$ cat src/rtl/regfile_scoreboard_pkg.sv
// Shared register-file definitions: default sizes and ABI register indices.
// Imported by decode, issue, debug and the register file itself.
package regfile_scoreboard_pkg;

   localparam int XLEN_DEF = 32;
   localparam int NREG_DEF = 32;

   localparam int ZERO = 0;
   localparam int RA   = 1;
   localparam int SP   = 2;
   localparam int HP   = 3;
   localparam int RC   = 4;
   localparam int T0   = 5;
   localparam int T6   = 31;

endpackage

$ cat src/rtl/regfile_scoreboard_rd.sv
// One read port: register select, zero gate, write bypass and busy gating.
module rf_read_port
   import regfile_scoreboard_pkg::*;
#(
   parameter int XLEN     = XLEN_DEF,
   parameter int NREG     = NREG_DEF,
   parameter int AW       = $clog2(NREG),
   parameter int ZERO_REG = 1,
   parameter int BYPASS   = 1
) (
   input  logic [NREG-1:0][XLEN-1:0] regs,
   input  logic [NREG-1:0]           busy,
   input  logic [AW-1:0]             rd_addr,
   input  logic                      wr_en,
   input  logic [AW-1:0]             wr_addr,
   input  logic [XLEN-1:0]           wr_data,
   output logic [XLEN-1:0]           rd_data,
   output logic                      rd_busy
);

   logic is_zero;
   logic hit;

   always_comb begin
      is_zero = (ZERO_REG != 0) && (rd_addr == '0);
      hit     = (BYPASS != 0) && wr_en && (wr_addr == rd_addr) && !is_zero;
      rd_data = regs[rd_addr];
      rd_busy = busy[rd_addr] & ~hit;
      if (is_zero) begin
         rd_data = '0;
         rd_busy = 1'b0;
      end else if (hit) begin
         rd_data = wr_data;
      end
   end

endmodule

$ cat src/rtl/regfile_scoreboard.sv
// Integer register file with N read ports, write bypass, zero register
// and a busy scoreboard with an incrementally tracked pending-write count.
module regfile_scoreboard
   import regfile_scoreboard_pkg::*;
#(
   parameter int XLEN     = XLEN_DEF,
   parameter int NREG     = NREG_DEF,
   parameter int AW       = $clog2(NREG),
   parameter int NRD      = 2,
   parameter int ZERO_REG = 1,
   parameter int BYPASS   = 1
) (
   input  logic                clk,
   input  logic                reset,
   input  logic [NRD*AW-1:0]   rd_addr,
   output logic [NRD*XLEN-1:0] rd_data,
   output logic [NRD-1:0]      rd_busy,
   input  logic                wr_en,
   input  logic [AW-1:0]       wr_addr,
   input  logic [XLEN-1:0]     wr_data,
   input  logic                iss_en,
   input  logic [AW-1:0]       iss_addr,
   output logic                iss_ok,
   input  logic                flush,
   output logic [NREG-1:0]     busy_vec,
   output logic [AW:0]         pend_cnt
);

   logic [NREG-1:0][XLEN-1:0] regs_q;
   logic [NREG-1:0]           busy_q;
   logic [NREG-1:0]           busy_d;
   logic [AW:0]               pend_q;
   logic [AW:0]               pend_d;
   logic                      wr_ok;
   logic                      iss_set;
   logic                      clr;

   always_comb begin
      wr_ok   = wr_en && !((ZERO_REG != 0) && (wr_addr == '0));
      iss_ok  = iss_en && !flush &&
                (!busy_q[iss_addr] || (wr_en && (wr_addr == iss_addr)));
      iss_set = iss_ok && !((ZERO_REG != 0) && (iss_addr == '0));
      clr     = wr_ok && busy_q[wr_addr];
      busy_d  = busy_q;
      if (wr_ok) busy_d[wr_addr] = 1'b0;
      // issue after write: a new producer wins over the retiring one
      if (iss_set) busy_d[iss_addr] = 1'b1;
      pend_d = pend_q + {{AW{1'b0}}, iss_set} - {{AW{1'b0}}, clr};
      if (flush) begin
         busy_d = '0;
         pend_d = '0;
      end
   end

   always_ff @(posedge clk) begin
      if (reset) begin
         regs_q <= '0;
         busy_q <= '0;
         pend_q <= '0;
      end else begin
         if (wr_ok) regs_q[wr_addr] <= wr_data;
         busy_q <= busy_d;
         pend_q <= pend_d;
      end
   end

   for (genvar i = 0; i < NRD; i++) begin : g_rd
      rf_read_port #(
         .XLEN     (XLEN),
         .NREG     (NREG),
         .AW       (AW),
         .ZERO_REG (ZERO_REG),
         .BYPASS   (BYPASS)
      ) u_rd (
         .regs    (regs_q),
         .busy    (busy_q),
         .rd_addr (rd_addr[i*AW +: AW]),
         .wr_en   (wr_en),
         .wr_addr (wr_addr),
         .wr_data (wr_data),
         .rd_data (rd_data[i*XLEN +: XLEN]),
         .rd_busy (rd_busy[i])
      );
   end

   assign busy_vec = busy_q;
   assign pend_cnt = pend_q;

   pend_inv: assert property (@(posedge clk) disable iff (reset)
      int'(pend_q) == $countones(busy_q));

endmodule

$ cat config.mk
export PLATFORM = sky130hd
export DESIGN_NAME = regfile_scoreboard
export DESIGN_NICKNAME = d
export VERILOG_FILES = /design/src/rtl/regfile_scoreboard_pkg.sv /design/src/rtl/regfile_scoreboard_rd.sv /design/src/rtl/regfile_scoreboard.sv
export SDC_FILE = /design/constraint.sdc
export NUM_CORES = 2
export LEC_CHECK = 0
export CORE_MARGIN = 2
export CORE_UTILIZATION = 55
export CTS_CLUSTER_SIZE = 20
export DETAILED_ROUTE_END_ITERATION = 12
export PLACE_DENSITY = 0.72
export SLEW_MARGIN = 20
export SYNTH_ARGS = -nofsm -noshare
export SYNTH_HDL_FRONTEND = slang
export SYNTH_SLANG_ARGS = --single-unit
$ cat constraint.sdc
create_clock -name clk -period 5.67 [get_ports clk]
set_clock_uncertainty 0.05 [all_clocks]
set_input_delay 1.134 -clock clk [delete_from_list [all_inputs] [get_ports clk]]
set_output_delay 1.134 -clock clk [all_outputs]
set_load 0.005 [all_outputs]
# Word-level counts from Yosys, hierarchy flattened
# Index checks and enable logic that the tools add are counted.
dict set report word_totals {
  register_bits 1062
  out_inout_bits 105
  elab_cells 103
}
dict set report op_classes {
  n_eq_ne 3
  addsub 2
  bitwise_logic 7
  n_mux 27
  n_lt_le_gt_ge 6
  n_reduce_logical 24
}
# op count
set ops {}
lappend ops {{bitwise mux 1024 bit} 1}
lappend ops {{binary-select mux 32 bit (select 5 bit)} 2}
lappend ops {{2-to-1 mux 32 bit} 9}
lappend ops {{demux 32 bit (select 5 bit)} 1}
lappend ops {{bitwise AND 32 bit} 1}
lappend ops {{NOT 32 bit} 1}
lappend ops {{OR 32 bit} 1}
lappend ops {{less-than comparator 5 x 6 -> 1 bit (second input constant)} 4}
lappend ops {{binary-select mux 1 bit (select 5 bit)} 4}
lappend ops {{zero test 5 bit} 4}
lappend ops {{equality test 5 bit} 3}
lappend ops {{logical AND 1 bit} 12}
lappend ops {{demux 1 bit (select 5 bit)} 2}
lappend ops {{>= comparator 5 x 1 -> 1 bit (second input constant)} 2}
lappend ops {{2-to-1 mux 1 bit} 8}
lappend ops {{adder 6 x 1 -> 6 bit} 1}
lappend ops {{zero test 1 bit} 6}
lappend ops {{subtractor 6 x 1 -> 6 bit} 1}
lappend ops {{bitwise AND 1 bit} 2}
lappend ops {{NOT 1 bit} 2}
lappend ops {{OR reduction 2 bit} 1}
lappend ops {{logical OR 1 bit} 1}

# Logic depth before layout (Yosys ltp)
dict set report depth {
  word_depth 9
  depth_mapped 16
  mapped_depth_nobuf 14
}

# Modules after synthesis
# Synthesis repeated with hierarchy kept, for this count alone.
dict set report unflattened {
  cells_unflattened 6318
  area_unflattened_um2 54873.9
}
# mod instances area_each_um2 cells_per_inst
set modules_own_cells {}
lappend modules_own_cells {regfile_scoreboard 1 37324.5 4766}
lappend modules_own_cells {rf_read_port 2 8774.7 776}

# Worst setup path after synthesis
# Ideal clock, no wire load.
dict set report synth_path {
  kind {in2reg}
  startpoint {in iss_addr[0]}
  endpoint {reg pend_q[4], in the netlist pend_cnt[4]}
  setup_time_ns 0.124
  n_path_buf 1
  path_stages 15
  required_ns 5.496
  t_arrival_ns 4.037
  slack_ns 1.459
  path_cell_list {buf_6 > mux4_2 > and3b_1 > o31ai_2 > a21oi_2 > or3_1 > ha_1 > inv_1 > ha_1 > fa_1 > a21oi_1 > nor2_1 > nor2_1 > xor2_1 > nor2_1}
}
dict set report synth_via {
  elab_chain_cells 8
  word_cells_on_any_way 12
}
# item line
set synth_lines {}
lappend synth_lines {{start, declared} regfile_scoreboard.sv:22} ;# input logic [AW-1:0] iss_addr,
lappend synth_lines {{binary-select mux 1 bit (select 5 bit)} regfile_scoreboard.sv:41} ;# (!busy_q[iss_addr] || (wr_en && (wr_addr == iss_addr)));
lappend synth_lines {{2-to-1 mux 1 bit (implied by the code)} regfile_scoreboard.sv:41}
lappend synth_lines {{zero test 1 bit} regfile_scoreboard.sv:41}
lappend synth_lines {{logical OR 1 bit} regfile_scoreboard.sv:41}
lappend synth_lines {{logical AND 1 bit} regfile_scoreboard.sv:40} ;# iss_ok = iss_en && !flush &&
lappend synth_lines {{logical AND 1 bit (*)} regfile_scoreboard.sv:42} ;# iss_set = iss_ok && !((ZERO_REG != 0) && (iss_addr == '0));
lappend synth_lines {{adder 6 x 1 -> 6 bit (*)} regfile_scoreboard.sv:48} ;# pend_d = pend_q + {{AW{1'b0}}, iss_set} - {{AW{1'b0}}, clr};
lappend synth_lines {{subtractor 6 x 1 -> 6 bit (*)} regfile_scoreboard.sv:48}
lappend synth_lines {{end signal, assigned} regfile_scoreboard.sv:63} ;# pend_q <= pend_d;
lappend synth_lines {{end, declared} regfile_scoreboard.sv:32} ;# logic [AW:0] pend_q;
# Mark *: on every way between the ends. The rest lies on a longest branch, timed or not. The select of a mux whose other input is x is not followed.
# A chain may end at the register's enable or synchronous reset.

# Final worst setup path
dict set report layout_path {
  startpoint {in rd_addr[3]}
  endpoint {out rd_data[26]}
}
dict set report layout_via {
  elab_chain_cells 5
  word_cells_on_any_way 9
}
# item line
set layout_lines {}
lappend layout_lines {{start, declared} regfile_scoreboard.sv:15} ;# input logic [NRD*AW-1:0] rd_addr,
lappend layout_lines {{parallel branches: the longest is 4 deep, another holds binary-select mux 32 bit (select 5 bit)} -}
lappend layout_lines {{2-to-1 mux 32 bit (*)} regfile_scoreboard_rd.sv:29} ;# if (is_zero) begin
lappend layout_lines {{end, declared} regfile_scoreboard.sv:16} ;# output logic [NRD*XLEN-1:0] rd_data,
# Every way passes the cells marked *. The select of a mux whose other input is x is not followed.

==> flow_metrics.env <==
export IMPL_holdBufCountCts=0
export IMPL_powerDensity_nw_per_um2=269.0
export IMPL_critPathBufInv=3
export IMPL_syn_nets=6158
export IMPL_muxShareOfSynthArea_pct=22.92
export IMPL_reg2reg_to="pend_cnt[4]"
export IMPL_vias=50880
export IMPL_wl_um=216300
export IMPL_crit_required_ns=4.49
export IMPL_reg2reg_depth=14
export IMPL_final_cells=7337
export IMPL_maxSlewViolCount=0
export IMPL_rsz0062_at_grt="false"
export IMPL_critical_path_class="input port to output port"
export IMPL_area_growth_pct=13.28
export IMPL_setup_violations_final=0
export IMPL_synth_xor_area_share_pct=0.3085
export IMPL_placed_area_um2=57330
export IMPL_die_x_um=317.2
export IMPL_grt_pass1_vias=48530
export IMPL_synth_top_family_by_area="multiplexers"
export IMPL_synth_compound_area_share_pct=13.55
export IMPL_slew_headroom_pct=13.98
export IMPL_hp_class="flop to flop"
export IMPL_via_per_inst=6.935
export IMPL_tns_ns=0
export IMPL_peakVddDrop_uv=244.8
export IMPL_critical_path_top_delay_family="buffers and inverters"
export IMPL_leakagePower_nw=19.39
export IMPL_post_dp_hpwl_um=129900
export IMPL_ys_seq_area_share_pct=39.42
export IMPL_dp_cells=7124
export IMPL_place_congestion=0.9680
export IMPL_worst_setup_path_start_kind="input port"
export IMPL_ys_warn_count=0
export IMPL_wl_per_cell_um=29.48
export IMPL_outcome="complete, but fails checks"
export IMPL_cts_buffers=108
export IMPL_hold_violations=0
export IMPL_cts_sinks=1062
export IMPL_worstPathArrival_ns=4.41
export IMPL_start_util_pct=55.61
export IMPL_clkLatencyLatePin_ns=0.70
export IMPL_yosys_area_share_simple_pct=18.38
export IMPL_grt_pass1_wl_um=313200
export IMPL_cts_root_buf="clkbuf_16"
export IMPL_io_buffer_count=161
export IMPL_post_cts_buffers=0
export IMPL_cpMostUsedCell="clkdlybuf4s50_1"
export IMPL_slowest_stage="clkdlybuf4s50_1"
export IMPL_worstMarginPinSlew_ns=1.290
export IMPL_drt_pass1_iterations=11
export IMPL_dr_first_iter_drc_count=8760
export IMPL_end_kind="output port"
export IMPL_min_to="regs_q[101]"
export IMPL_clkTransAtPathRegs_ns=0.06
export IMPL_syn_area_um2=53940
export IMPL_grt_remaining_overflow=0
export IMPL_cts_path_max_buffers=3
export IMPL_crit_chain="clkdlybuf4s50_1, and3_2, buf_4, a22oi_1, nand4_1, nor2_1, nor3_1, clkdlybuf4s50_1"
export IMPL_rrSetupSlack_ns=1.93
export IMPL_fin_nets=6022
export IMPL_synthCells=6094
export IMPL_timing_rr_start="busy_vec[14]"
export IMPL_synth_adder_area_share_pct=0.1763
export IMPL_utilization_pct=63.00
export IMPL_num_rows=114
export IMPL_final_area_um2=61100
export IMPL_antenna_found_initial=15
export IMPL_final_period_utilization_pct=98.58
export IMPL_cts_tree="done"
export IMPL_cpPeakStageDelay_ns=0.70
export IMPL_finalPower_mw=16.44
export IMPL_fin_crit_ns=5.590
export IMPL_worstHoldStart="regs_q[101]"
export IMPL_crit_fanout=13
export IMPL_ys_types=55
export IMPL_die_area_um2=100600
export IMPL_fmax_ghz=0.1789
export IMPL_h_tree_depth=3
export IMPL_num_io_pins=162
export IMPL_grt_max_degree=237
export IMPL_postRouteAntennaNets=0
export IMPL_core_area_um2=96990
export IMPL_die_y_um=317.2
export IMPL_grt_total_usage_pct=42.39
export IMPL_syn_avg_cell_area_um2=8.851
export IMPL_violations="DRC"
export IMPL_drive_gt1_share_pct=17.87
export IMPL_synth_seq_cells=1062
export IMPL_holdPathStages=2
export IMPL_drv_cap=0
export IMPL_drcViolationCount=1
==> metrics by stage <==
step                      hold slack [ns]  setup WS, ns
final                              0.4140       0.08050
after global routing               0.4286       0.03370
after CTS                          0.4141       0.01951
after detailed placement           0.4060       0.04519
after global placement             0.3982       0.09852
after floorplan                    0.3929         1.459
==> kinds of logic after synthesis <==
family | after synthesis
compound gates | 1303
xor+xnor | 19
fa+ha+maj | 7
buf+inv | 672
flops | 1062
mux | 556
simple gates | 2475
==> worst max path at each step <==
stage	startpoint	endpoint	depth (start not counted)
2_1_floorplan	iss_addr[0]	pend_cnt[4]	15
3_3_place_gp	rd_addr[8]	rd_data[50]	10
3_5_place_dp	rd_addr[8]	rd_data[50]	10
4_1_cts	rd_addr[8]	rd_data[50]	10
5_1_grt	rd_addr[3]	rd_data[27]	10
6_report	rd_addr[3]	rd_data[26]	8
==> synthesized netlist by cell type (all sizes together) <==
master  instances  area, um^2
o21ai           4       20.02
nand4b          1       8.760
xor2            6       52.55
and2            4       25.02
ha              6       75.07
a21o            1       7.510
nand4          66       412.9
a22oi         252        1892
nor2b          34       212.7
o21bai          1       7.510
nor4bb          1       10.01
and3b           9       78.83
nand3          41       205.2
a32o            1       10.01
mux2            1       11.26
or3b            4       35.04
mux4          543       12230
fa              1       20.02
nor4            2       12.51
o22ai           1       6.260
buf           157       888.3
or2             5       31.28
a22o            4       35.03
xnor2          13       113.9
a31o            2       17.52
nor3b          15       127.6
o311a           1       10.01
a31oi           1       6.260
inv             7       26.28
o31ai          27       207.7
nand2        2030        7620
nand3b          6       45.04
nor2          176       660.6
nand2b          1       6.260
dfxtp        1062       21260
and3            5       31.28
o41ai           6       67.56
or3             7       43.79
clkbuf        508        1918
o32a            1       10.01
a21oi        1001        5014
mux2i          12       120.1
nor3           68       345.3
==> cell usage in the layout (no fill, tap or decap), types with 6 or more instances in the layout <==
| cell | count |
|---|---|
| buf_12 | 51 |
| clkbuf_16 | 111 |
| clkbuf_8 | 35 |
| xnor2_1 | 13 |
| nand3_1 | 41 |
| nor3_1 | 63 |
| mux2i_1 | 12 |
| clkdlybuf4s50_1 | 156 |
| xor2_1 | 6 |
| nor2_4 | 31 |
| bufinv_16 | 8 |
| clkbuf_1 | 22 |
| and3b_2 | 6 |
| nor2_1 | 144 |
| ha_1 | 6 |
| diode_2 | 12 |
| nand2_1 | 1999 |
| nor2b_1 | 34 |
| mux4_2 | 543 |
| buf_4 | 207 |
| dfxtp_1 | 1062 |
| nand2_2 | 31 |
| inv_1 | 7 |
| a21oi_1 | 1000 |
| clkinv_2 | 20 |
| nor3b_1 | 6 |
| nor3b_2 | 7 |
| o31ai_1 | 26 |
| nand4_1 | 66 |
| a22oi_1 | 252 |
| nand3b_1 | 6 |
==> power breakdown <==
| group | leakage [nW] | total [mW] | internal [mW] | switching, mW |
|---|---|---|---|---|
| registers | 8.56 | 7.55 | 7.51 | 0.0373 |
| clock network | 1.86 | 7.55 | 4.40 | 3.15 |
| logic | 8.97 | 1.33 | 0.438 | 0.896 |
==> layout make-up <==
class	instances	area, um^2
Multi-Input combinational cell	4360	30240
Clock inverter	33	397.9
Inverter	7	26.28
Fill cell	7949	35890
Clock buffer	168	3342
Tap cell	1276	1597
Sequential cell	1062	21260
Antenna cell	12	30.03
Timing Repair Buffer	419	4212
==> sequential cells by signal, summed over array words and instances (netlist names) <==
| register | count |
|---|---|
| busy_vec | 32 |
| pend_cnt | 6 |
| regs_q | 1024 |
==> layer usage <==
layer	vias to the layer above	track usage [%]	wire, um
met1	24150	53.24	72250
met5	-	0	71
met2	4393	60.38	91050
met4	10	30.70	18460
li1	21140	-	-
met3	1194	15.20	34500
==> tightest hold or removal path, cell delays in order, from the launching register on <==
cell and delay (ns):
dfxtp_1 0.31, nand2_1 0.05, a21oi_1 0.05
==> timing repair <==
| item | CTS | global route |
|---|---|---|
| endpoints found under the hold margin | 0 | 0 |
| gates resized for setup | 0 | 1 |
| setup endpoints to repair | 0 | 1 |
No activity file was read; power rests on OpenSTA's default activity.
